==> config.mk <==
export PLATFORM = sky130hd
export DESIGN_NAME = tag_rx_ctrl
export DESIGN_NICKNAME = d
export VERILOG_FILES = /design/src/rtl/tag_rx_ctrl.sv
export SDC_FILE = /design/constraint.sdc
export NUM_CORES = 1
export LEC_CHECK = 0
export BUFFER_PORTS_ARGS = -buffer_cell sky130_fd_sc_hd__buf_2
export CAP_MARGIN = 15
export CORE_ASPECT_RATIO = 0.6
export CORE_MARGIN = 10
export CORE_UTILIZATION = 35
export DETAILED_ROUTE_END_ITERATION = 8
export PLACE_DENSITY = 0.64
export SYNTH_ARGS = -nofsm -noshare
export SYNTH_HDL_FRONTEND = slang
export SYNTH_SLANG_ARGS = --single-unit
export TNS_END_PERCENT = 1
==> constraint.sdc <==
create_clock -name clk -period 4 [get_ports clk]
set_input_delay 0.4 -clock clk [delete_from_list [all_inputs] [get_ports clk]]
set_output_delay 0.4 -clock clk [all_outputs]
set_load 0.1 [all_outputs]
==> src/rtl/tag_rx_ctrl.sv <==
// Capture sequencer for the tag receive chain: sweep reset, sync wait, then
// gates a configured number of fixed-length packets onto the host AXI-Stream.
module tag_rx_ctrl #(
    parameter int DATA_WIDTH    = 16,
    parameter int CNT_WIDTH     = 16,
    parameter int TIMEOUT_WIDTH = 32,
    parameter int SRST_CYCLES   = 2
) (
    input  logic                     clk,
    input  logic                     reset_n,
    input  logic                     start,
    input  logic                     abort,
    input  logic [CNT_WIDTH-1:0]     cfg_pkt_len,
    input  logic [CNT_WIDTH-1:0]     cfg_npkt,
    input  logic [TIMEOUT_WIDTH-1:0] cfg_timeout,
    output logic                     rx_srst,
    input  logic                     sync_ready,
    output logic                     phase_tvalid,
    output logic                     phase_tlast,
    input  logic                     phase_tready,
    input  logic [2*DATA_WIDTH-1:0]  s_tdata,
    input  logic                     s_tvalid,
    input  logic                     s_tlast,
    output logic                     s_tready,
    output logic [2*DATA_WIDTH-1:0]  m_tdata,
    output logic                     m_tvalid,
    output logic                     m_tlast,
    input  logic                     m_tready,
    output logic                     busy,
    output logic                     done,
    output logic                     timeout_err,
    output logic                     cfg_err,
    output logic                     sync_lost,
    output logic [CNT_WIDTH-1:0]     pkt_count,
    output logic [2:0]               state
);

    typedef enum logic [2:0] {
        IDLE      = 3'd0,
        ARM       = 3'd1,
        WAIT_SYNC = 3'd2,
        CAPTURE   = 3'd3,
        DRAIN     = 3'd4
    } state_t;

    localparam int SRST_W = (SRST_CYCLES > 1) ? $clog2(SRST_CYCLES) : 1;

    state_t                   cur;
    logic [CNT_WIDTH-1:0]     pkt_len_q;
    logic [CNT_WIDTH-1:0]     npkt_q;
    logic [TIMEOUT_WIDTH-1:0] timeout_q;
    logic [TIMEOUT_WIDTH-1:0] timer;
    logic [CNT_WIDTH-1:0]     sample_cnt;
    logic [SRST_W-1:0]        srst_cnt;

    logic pass;
    logic beat;
    logic pkt_end;
    logic cap_end;
    logic unused_inputs;

    assign pass    = (cur == CAPTURE) || (cur == DRAIN);
    assign beat    = pass && s_tvalid && m_tready;
    assign pkt_end = (sample_cnt == pkt_len_q - CNT_WIDTH'(1));
    assign cap_end = pkt_end && (pkt_count == npkt_q - CNT_WIDTH'(1));

    // Streaming path is purely combinational so capture adds no latency.
    assign m_tdata      = s_tdata;
    assign m_tvalid     = pass && s_tvalid;
    assign m_tlast      = ((cur == CAPTURE) && pkt_end) || (cur == DRAIN);
    assign s_tready     = reset_n && (pass ? m_tready : 1'b1);
    assign phase_tvalid = (cur == WAIT_SYNC) || (cur == CAPTURE);
    assign phase_tlast  = (cur == CAPTURE) && beat && cap_end;
    assign rx_srst      = (cur == ARM);
    assign busy         = (cur != IDLE);
    assign state        = cur;

    // Upstream framing and DDS backpressure are deliberately not used.
    assign unused_inputs = &{1'b0, phase_tready, s_tlast};

    always_ff @(posedge clk or negedge reset_n) begin
        if (!reset_n) begin
            cur         <= IDLE;
            pkt_len_q   <= '0;
            npkt_q      <= '0;
            timeout_q   <= '0;
            timer       <= '0;
            sample_cnt  <= '0;
            srst_cnt    <= '0;
            pkt_count   <= '0;
            done        <= 1'b0;
            timeout_err <= 1'b0;
            cfg_err     <= 1'b0;
            sync_lost   <= 1'b0;
        end else begin
            done <= 1'b0;
            case (cur)
                IDLE: begin
                    if (start) begin
                        if (cfg_pkt_len == '0 || cfg_npkt == '0) begin
                            cfg_err <= 1'b1;
                        end else begin
                            pkt_len_q   <= cfg_pkt_len;
                            npkt_q      <= cfg_npkt;
                            timeout_q   <= cfg_timeout;
                            pkt_count   <= '0;
                            srst_cnt    <= '0;
                            timeout_err <= 1'b0;
                            cfg_err     <= 1'b0;
                            sync_lost   <= 1'b0;
                            cur         <= ARM;
                        end
                    end
                end
                ARM: begin
                    if (abort) begin
                        cur <= IDLE;
                    end else if (srst_cnt == SRST_W'(SRST_CYCLES - 1)) begin
                        timer <= '0;
                        cur   <= WAIT_SYNC;
                    end else begin
                        srst_cnt <= srst_cnt + SRST_W'(1);
                    end
                end
                WAIT_SYNC: begin
                    timer <= timer + TIMEOUT_WIDTH'(1);
                    if (abort) begin
                        cur <= IDLE;
                    end else if (sync_ready) begin
                        sample_cnt <= '0;
                        pkt_count  <= '0;
                        cur        <= CAPTURE;
                    end else if (timeout_q != '0 &&
                                 timer == timeout_q - TIMEOUT_WIDTH'(1)) begin
                        timeout_err <= 1'b1;
                        cur         <= IDLE;
                    end
                end
                CAPTURE: begin
                    if (!sync_ready) sync_lost <= 1'b1;
                    if (beat) begin
                        if (pkt_end) begin
                            sample_cnt <= '0;
                            pkt_count  <= pkt_count + CNT_WIDTH'(1);
                        end else begin
                            sample_cnt <= sample_cnt + CNT_WIDTH'(1);
                        end
                    end
                    // Completion beats an abort in the same cycle; an abort on a
                    // tlast beat needs no drain beat.
                    if (beat && cap_end) begin
                        done <= 1'b1;
                        cur  <= IDLE;
                    end else if (abort) begin
                        cur <= (beat && pkt_end) ? IDLE : DRAIN;
                    end
                end
                DRAIN: begin
                    if (beat) cur <= IDLE;
                end
                default: cur <= IDLE;
            endcase
        end
    end

endmodule

==> flow_summary.ini, run 1 <==
[placement]
dp_hpwl_mm = 18.6
portBuffers = 100
numPlacedInstances = 1295
post-place-ws_ns = 0.479
gp_congestion = 0.882
dpl-instance-area_um2 = 9400

[cells_and_area]
nets = 1106
drive_gt1_share_pct = 23.3
antenna_cells = 0
utilization_pct = 41.2
fillers = 2416
final_cells = 1329
syn_to_final_growth_pct = 14.7
final_area_um2 = 10000

[critical_path]
startpoint_type = register
critPathRequiredTime_ns = 3.60
critical_path_arrival_ns = 3.47
crit_chain = inv_1 > ha_4 > or4b_4 > or4_4 > xnor2_1 > o22ai_1 > nand3_1 > or4_4 > nor2_4 > buf_12
crit_type = register to primary output
end_kind = primary output
worstPathMaxFanout = 7
cpMaxStageDelayCell = or4_4
crit_path_max_incr_delay_ns = 0.54
cpMostUsedCell = or4_4

[yosys]
ys_ff_latch = 136
yosysWarnings = 0
ys.flop_type = dfrtp_1
postSynthAreaPerCell_um2 = 9.39
synth_edf_count = 0
yosysUniqueCellTypes = 75
yosys-top-cells-area = dfrtp_1, mux2_2, xnor2_1
netlist_area_um2 = 8760
yosys-top-cells-count = dfrtp_1, nor2_1, mux2_2, xnor2_1, nand2_1
syn-instance-count = 933
yosys.area.top_type = dfrtp_1
yosysMostFrequentCell = dfrtp_1
syn-num-nets = 1044
synth_top_cell_area_share_pct = 38.9
synth-seq-area-share_pct = 38.9
async_flop_share_pct = 100

[job]
drv_cap = 0

[sta]
skew_ns = 0.0115
min_period_ns = 3.87
fin_tns_setup_ns = 0
fin_crit_sh_pct = 96.7
tightest_slew_ns = 0.842
hold_slack_ns = 0.185
fmax_ghz = 0.259
setup_viol = 0
grt_setup_unrepaired = false
relSlewSlack_pct = 43.8
finalMaxSlewViolations = 0
setup_slack_ns = 0.133
finalHoldViolCount = 0

[routing]
met3_length_mm = 1.75
first_pass_iters = 7
remaining_drc_errors = 0
routed.top_layer = met4
viasPerCell = 5.47
routedWlPerCell_um = 18.5
drtIter0Drc = 701
ant_nets = 0
wirelength_mm = 24.5
dr_total_vias = 7275
wl_met2_mm = 9.44
wl_met1_mm = 13.0

[die]
start_util_pct = 35.9
die_h_um = 143
fp.dieW_um = 224
num_io_pins = 167
design.die.area_um2 = 32000
core-area_um2 = 24400
fp-row-count = 44

[power]
internal_power_mw = 3.96
netSwitchingPower_mw = 2.85
swShare_pct = 41.8
p_leak_nw = 4.26
comb_power_share_pct = 40.5
power_density_nw_per_um2 = 678
total_power_mw = 6.81
p_seq_share_pct = 35.6
ir_drop_mv = 0.295
clkPwrFrac_pct = 23.8

[grt]
first_global_vias = 6708
grt_max_degree = 64
globalRouteOverflowTotal = 0
antenna_found_initial = 0
grtUsageTotal_pct = 15.4
grt_pass1_wl_mm = 38.6

[clock_network]
tritoncts = built
clockBufferDepth = 2
cts-root-buf = clkbuf_16
clkLatencyLatePin_ns = 0.45
cts_buffers = 17
clkTransAtPathRegs_ns = 0.06
post-cts-setup-buffers = 0
h-tree-depth = 4
cts_sinks = 136

[status]
status = finished clean

[hold_path]
min_path_type = input port to register
repair_timing:
| action | CTS | global route |
|---|---|---|
| endpoints found under the hold margin | 47 | 0 |
| hold buffers | 1 | 0 |
| resized for setup | 1 | 4 |
| pin swaps | 0 | 0 |
| endpoints found under the setup margin | 1 | 2 |
power by group through the flow:
stage          clock, mW  combinational, mW  sequential [mW]
5_1_grt             1.72               3.02             2.50
2_1_floorplan          0               2.25             2.31
3_3_place_gp           0               2.66             2.41
4_1_cts             1.66               2.73             2.42
3_5_place_dp           0               2.71             2.44
6_report            1.62               2.76             2.43
cells by family after synthesis:
group                    Yosys count  synth area share (%)
AO/OA/AOI/OAI                    122                  9.37
adder cells (fa/ha/maj)            6                 0.857
buffers and inverters             95                  5.58
AND/OR/NAND/NOR                  384                  24.2
multiplexers                      73                  9.28
flip-flops                       136                  38.9
XOR/XNOR                         117                  11.9
sequential cells by signal (all words and copies together) (netlist names):
register and count:
srst_cnt 1, cfg_err 1, timeout_q 32, timeout_err 1, pkt_len_q 16, timer 32
pkt_count 16, done 1, npkt_q 16, sync_lost 1, state 3, sample_cnt 16
worst max-delay path, delay by kind of cell, from the launching register on:
family,cells,cell delay (ns)
XOR/XNOR,1,0.14
flip-flops,1,0.43
adder cells (fa/ha/maj),1,0.18
AND/OR/NAND/NOR,5,1.79
buffers and inverters,2,0.32
AO/OA/AOI/OAI,1,0.16
layer usage:
| layer | vias to the layer above | track usage [%] |
|---|---|---|
| met1 | 3561 | 24.1 |
| met5 | - | 0 |
| met3 | 23 | 4.01 |
| li1 | 3454 | - |
| met2 | 237 | 19.4 |
| met4 | 0 | 4.85 |
layout by cell type (no fill, tap or decap), types with 6 or more instances in the layout:
master | synthesis | layout
a211oi_1 | 8 | 8
buf_2 | 4 | 97
or3_1 | 8 | 8
a31oi_1 | 6 | 6
and2_1 | 12 | 12
nor3_1 | 25 | 24
nor4_1 | 25 | 25
o31ai_1 | 14 | 14
xor2_1 | 50 | 50
mux2_2 | 66 | 66
nand3_1 | 36 | 36
and3_1 | 15 | 15
nand3b_1 | 8 | 8
inv_1 | 20 | 20
mux2i_1 | 7 | 7
clkbuf_16 | 0 | 17
buf_4 | 32 | 15
a21oi_1 | 26 | 26
nand2b_1 | 11 | 11
nor2_1 | 92 | 92
o21ai_0 | 22 | 22
nand2_1 | 61 | 61
dfrtp_1 | 136 | 136
or4_1 | 19 | 18
nand4_1 | 26 | 26
and4_1 | 6 | 6
xnor2_1 | 66 | 66
worst paths after layout:
path	start	to	slack (ns)	depth (start not counted)
worst max-delay path	npkt_q[0]$_DFFE_PN0P_	phase_tlast	0.13	10
worst min-delay path	cfg_timeout[21]	timeout_q[21]$_DFFE_PN0P_	0.18	2
worst max register to register	timeout_q[3]$_DFFE_PN0P_	state[1]$_DFFE_PN0P_	0.73	8
worst min register to register	cfg_err$_DFFE_PN0P_	cfg_err$_DFFE_PN0P_	0.48	1
max in group asynchronous	reset_n	timeout_q[27]$_DFFE_PN0P_	2.24	3
min in group asynchronous	reset_n	pkt_len_q[9]$_DFFE_PN0P_	0.47	2
cell type report:
cell class / instances / area, um^2 / area share (%)
clock buffers: 23 / 468 / 4.66
well taps: 322 / 403 / 4.01
clock inverters: 8 / 121 / 1.21
repair buffers: 118 / 673 / 6.70
inverters: 20 / 75.1 / 0.747
flip-flops and latches: 136 / 3400 / 33.9
multi-input cells: 702 / 4900 / 48.8
(Power assumes the default switching activity.)
==> run 2, diff against run 1 <==
CORE_MARGIN = 2   (was 10)
RECOVER_POWER = 25   (was default)
==> run 2 against run 1 <==
Net effect: the flow now finishes with violations (capacitance limit, slew limit); non-clock buffer count is 5 lower; critical path depth is the same; total power about the same; combinational power shrank 1%; global-route usage grew 2.9 points; via count fell by 0.91%; register-to-register slack worse by 0.17 ns; cell count decreased by 0.30%; maximum frequency grew 0.80%; critical path type unchanged; largest cell class unchanged; largest power group unchanged.
==> flow_summary.ini, run 2 (synthesis results as in run 1) <==
[power]
power_density_nw_per_um2 = 679
ir_drop_mv = 0.292
p_leak_nw = 4.25

[critical_path]
crit_type = register to primary output
crit_chain = inv_1 > ha_2 > or4b_4 > or4_1 > xnor2_1 > o22ai_1 > nand3_1 > or4_4 > nor2_4 > buf_12
crit_path_max_incr_delay_ns = 0.54
worstPathMaxFanout = 7
end_kind = primary output
critPathRequiredTime_ns = 3.60
startpoint_type = register
critical_path_arrival_ns = 3.44
cpMaxStageDelayCell = or4_4

[sta]
fin_crit_sh_pct = 95.9
grt_setup_unrepaired = false
tightest_slew_ns = 2.14
min_period_ns = 3.84
fin_tns_setup_ns = 0
setup_slack_ns = 0.164
skew_ns = 0.0135
setup_viol = 0
relSlewSlack_pct = -42.6
fmax_ghz = 0.261
finalHoldViolCount = 0
finalMaxSlewViolations = 35

[grt]
antenna_found_initial = 0
grt_pass1_wl_mm = 37.6
grtUsageTotal_pct = 18.3
globalRouteOverflowTotal = 0
grt_max_degree = 104
first_global_vias = 6553

[clock_network]
clockBufferDepth = 2
cts-root-buf = clkbuf_16
clkTransAtPathRegs_ns = 0.06
clkLatencyLatePin_ns = 0.43
cts_buffers = 17
h-tree-depth = 4
tritoncts = built
cts_sinks = 136

[routing]
wl_met2_mm = 9.04
remaining_drc_errors = 0
routedWlPerCell_um = 17.7
ant_nets = 0
routed.top_layer = met4
drtIter0Drc = 517
dr_total_vias = 7209
wirelength_mm = 23.4
wl_met1_mm = 12.8
viasPerCell = 5.44
met3_length_mm = 1.41
first_pass_iters = 5

[cells_and_area]
final_area_um2 = 10000
layout_commonest_cell = dfrtp_1
syn_to_final_growth_pct = 14.6
drive_gt1_share_pct = 23.4
nets = 1101
final_cell_mix = dfrtp_1, buf_2, nor2_1
antenna_cells = 0
top_regs = timeout_q (32), timer (32)

[placement]
dp_hpwl_mm = 17.3
dpl-instance-area_um2 = 9390
gp_congestion = 0.880
portBuffers = 100
post-place-ws_ns = 0.528

[die]
die_h_um = 127
core-area_um2 = 24400
fp-row-count = 44
num_io_pins = 167
fp.dieW_um = 208
start_util_pct = 35.9
design.die.area_um2 = 26400

[status]
failed_checks = capacitance limit, slew limit
status = finished with violations

[job]
drv_cap = 1

[hold_path]
min_path_type = input port to register
==> run 2: final timing paths <==
| kind | from | slack [ns] | endpoint | cells after the start |
|---|---|---|---|---|
| setup / recovery | npkt_q[0]$_DFFE_PN0P_ | 0.16 | phase_tlast | 10 |
| hold / removal | cfg_timeout[29] | 0.19 | timeout_q[29]$_DFFE_PN0P_ | 2 |
| setup reg to reg | pkt_len_q[0]$_DFFE_PN0P_ | 0.56 | pkt_count[9]$_DFFE_PN0P_ | 11 |
| hold reg to reg | sync_lost$_DFFE_PN0P_ | 0.47 | sync_lost$_DFFE_PN0P_ | 2 |
| max in group asynchronous | reset_n | 1.46 | timeout_q[8]$_DFFE_PN0P_ | 3 |
| min in group asynchronous | reset_n | 1.13 | pkt_len_q[1]$_DFFE_PN0P_ | 2 |
==> run 2: layer usage <==
| metal | up-vias | global-route usage, % |
|---|---|---|
| met5 | - | 0 |
| met4 | 0 | 4.82 |
| met3 | 14 | 4.01 |
| met2 | 217 | 23.4 |
| met1 | 3530 | 29.8 |
| li1 | 3448 | - |
==> run 2: what timing repair did <==
item / CTS / global route
endpoints found under the setup margin: 0 / 2
hold endpoints to repair: 33 / 0
resized for setup: 0 / 5
hold buffers: 1 / 0
buffers inserted: 0 / 0
==> run 2: area by class of cell <==
cell class                      count  area [um^2]
Clock buffer                       18          439
Clock inverter                     14          173
Fill cell                        2422        14400
Inverter                           20         75.1
Multi-Input combinational cell    702         4890
Sequential cell                   136         3400
Tap cell                          322          403
Timing Repair Buffer              113          649
==> run 2: where the power goes <==
part	switching [mW]	total (mW)	internal, mW
logic	1.55	2.72	1.17
clock network	0.656	1.66	1.00
registers	0.673	2.44	1.77
total	2.88	6.81	3.94
==> run 2: critical path: cells and delay by family (launching register included) <==
family | cells | cell delay [ns]
buffers and inverters | 2 | 0.27
DFF | 1 | 0.42
xor gates and xnor gates | 1 | 0.15
adders and majority gates | 1 | 0.22
AOI/OAI and AO/OA | 1 | 0.14
and+or+nand+nor | 5 | 1.79
==> run 2: stage by stage <==
stage	std cells	hold WS (ns)	util (%)	power (mW)
after CTS	1324	0.180	41.0	6.82
after global placement	1291	0.319	38.5	5.06
after global routing	1325	0.182	41.2	7.23
after floorplan	933	0.104	-	4.56
after detailed placement	1291	0.321	38.5	5.13
final	1325	0.193	41.2	6.81
==> run 3, diff against run 2 <==
CORE_UTILIZATION = 53   (was 35)
CTS_CLUSTER_SIZE = 20   (was default)
PLACE_DENSITY = 0.86   (was 0.64)
SKIP_LAST_GASP = 1   (was default)
==> run 3 against run 2 <==
Net effect: the run now ends clean; critical endpoint unchanged; largest cell class unchanged; via count rose by 2.9%; cell count fell by 8.7%; critical path type unchanged; register-to-register slack better by 0.07 ns; clock skew down 0.0031 ns; die area shrank 33%; flip-flop and latch count unchanged.
==> flow_summary.ini, run 3 (synthesis results as in run 1) <==
[clock_network]
h-tree-depth = 4
post-cts-setup-buffers = 0
cts-root-buf = clkbuf_16
clockBufferDepth = 2
cts_buffers = 17
clkTransAtPathRegs_ns = 0.06
clkLatencyLatePin_ns = 0.42
tritoncts = built
cts_sinks = 136

[critical_path]
critical_path_arrival_ns = 3.56
r2r_start = pkt_len_q[0]$_DFFE_PN0P_
critPathLaunch = npkt_q[0]$_DFFE_PN0P_
path_buf_inv = 2
critPathRequiredTime_ns = 3.60
crit_chain = inv_1 > ha_1 > or4b_4 > or4_1 > xnor2_1 > o22ai_1 > nand3_1 > or4_4 > nor2_4 > buf_12
worstPathMaxFanout = 7
cpMaxStageDelayCell = or4_4
end_kind = primary output
path_delay_family = simple AND/OR/NAND/NOR gates
crit_path_max_incr_delay_ns = 0.55
startpoint_type = register
crit_type = register to primary output

[routing]
routedWlPerCell_um = 18.8
first_pass_iters = 5
remaining_drc_errors = 0
drtIter0Drc = 779
viasPerCell = 6.13
wirelength_mm = 22.7
ant_nets = 0
dr_total_vias = 7421

[power]
comb_power_share_pct = 40.5
swShare_pct = 42.2
ir_drop_mv = 0.348
p_leak_nw = 4.23
total_power_mw = 6.79
p_seq_share_pct = 35.7
power_density_nw_per_um2 = 689
netSwitchingPower_mw = 2.87
internal_power_mw = 3.93
clkPwrFrac_pct = 23.8

[cells_and_area]
syn_to_final_growth_pct = 12.5
layout_commonest_cell = dfrtp_1
nets = 1100
antenna_cells = 0
fillers = 1377
top_regs = timeout_q (32), timer (32)
final_area_um2 = 9860
final_cell_mix = dfrtp_1, buf_2, nor2_1
drive_gt1_share_pct = 23.0

[grt]
globalRouteOverflowTotal = 0
grt_max_degree = 78
grtUsageTotal_pct = 26.4
first_global_vias = 7039
antenna_found_initial = 0
grt_pass1_wl_mm = 36.7

[placement]
dp_hpwl_mm = 16.1
gp_congestion = 0.865
dpl-instance-area_um2 = 9230
portBuffers = 100

[die]
die_h_um = 104
start_util_pct = 54.0
num_io_pins = 167
core-area_um2 = 16200
fp.dieW_um = 170
fp-row-count = 36
design.die.area_um2 = 17600

[hold_path]
hp-start = cfg_timeout[25]
min_path_type = input port to register

[sta]
tightest_slew_ns = 1.01
finalMaxSlewViolations = 0
finalHoldViolCount = 0
relSlewSlack_pct = 32.6
setup_viol = 0
grt_setup_unrepaired = true
fin_crit_sh_pct = 98.9
skew_ns = 0.0105
min_period_ns = 3.96
fmax_ghz = 0.253

[status]
status = finished clean

[job]
drv_cap = 0
[run 3: worst paths after layout]
check | to | slack, ns | cells after the start
worst max register to register | pkt_count[7]$_DFFE_PN0P_ | 0.63 | 11
worst max-delay path | phase_tlast | 0.04 | 10
min in group asynchronous | pkt_len_q[8]$_DFFE_PN0P_ | 0.52 | 2
max in group asynchronous | npkt_q[1]$_DFFE_PN0P_ | 2.08 | 3
worst min register to register | cfg_err$_DFFE_PN0P_ | 0.48 | 1
worst min-delay path | timeout_q[25]$_DFFE_PN0P_ | 0.20 | 2
[run 3: layout make-up]
type	count	area [um^2]	share of cell area [%]
multi-input combinational	702	4890	49.6
sequential	136	3400	34.5
timing repair buffer	112	637	6.46
clock buffer	20	447	4.53
tap	209	262	2.65
clock inverter	11	149	1.51
inverter	20	75.1	0.762
[run 3: worst register-to-register path, cell delays in order (launching register included)]
cell and delay, ns:
dfrtp_1 0.45, inv_1 0.09, ha_1 0.33, nand2b_1 0.12, o211a_1 0.22, o31ai_1 0.28, nand4_1 0.19, nor4_4 0.48
a21oi_2 0.20, buf_8 0.21, or4_1 0.53, a21oi_1 0.17
[run 3: repair_timing]
action,CTS,global route
hold buffers,1,0
gates resized for setup,0,3
endpoints found under the hold margin,59,0
endpoints found under the setup margin,0,2
[run 3: metrics by stage]
| step | std cells | TNS, ns | utilization, % | hold WS, ns | worst slack [ns] |
|---|---|---|---|---|---|
| after floorplan | 933 | 0 | - | 0.104 | 0.255 |
| final | 1210 | 0 | 60.8 | 0.202 | 0.0424 |
| after CTS | 1209 | 0 | 60.6 | 0.195 | 0.00391 |
| after detailed placement | 1177 | 0 | 56.9 | 0.414 | 0.504 |
| after global placement | 1177 | 0 | 56.9 | 0.409 | 0.568 |
| after global routing | 1210 | -0.0408 | 60.8 | 0.193 | -0.0408 |
[run 3: power groups by stage]
stage	sequential (mW)	combinational, mW	clock (mW)
after detailed placement	2.42	2.68	0
after floorplan	2.31	2.25	0
after global placement	2.39	2.58	0
after global routing	2.49	2.97	1.70
final	2.42	2.75	1.62
after CTS	2.40	2.71	1.63
[run 3: per-layer routing]
| metal | global-route usage, % | wire length (um) | up-vias |
|---|---|---|---|
| li1 | - | - | 3441 |
| met1 | 40.5 | 10800 | 3594 |
| met2 | 37.4 | 9630 | 360 |
| met3 | 5.73 | 1970 | 26 |
| met4 | 7.39 | 290 | 0 |
| met5 | 0 | 0 | - |
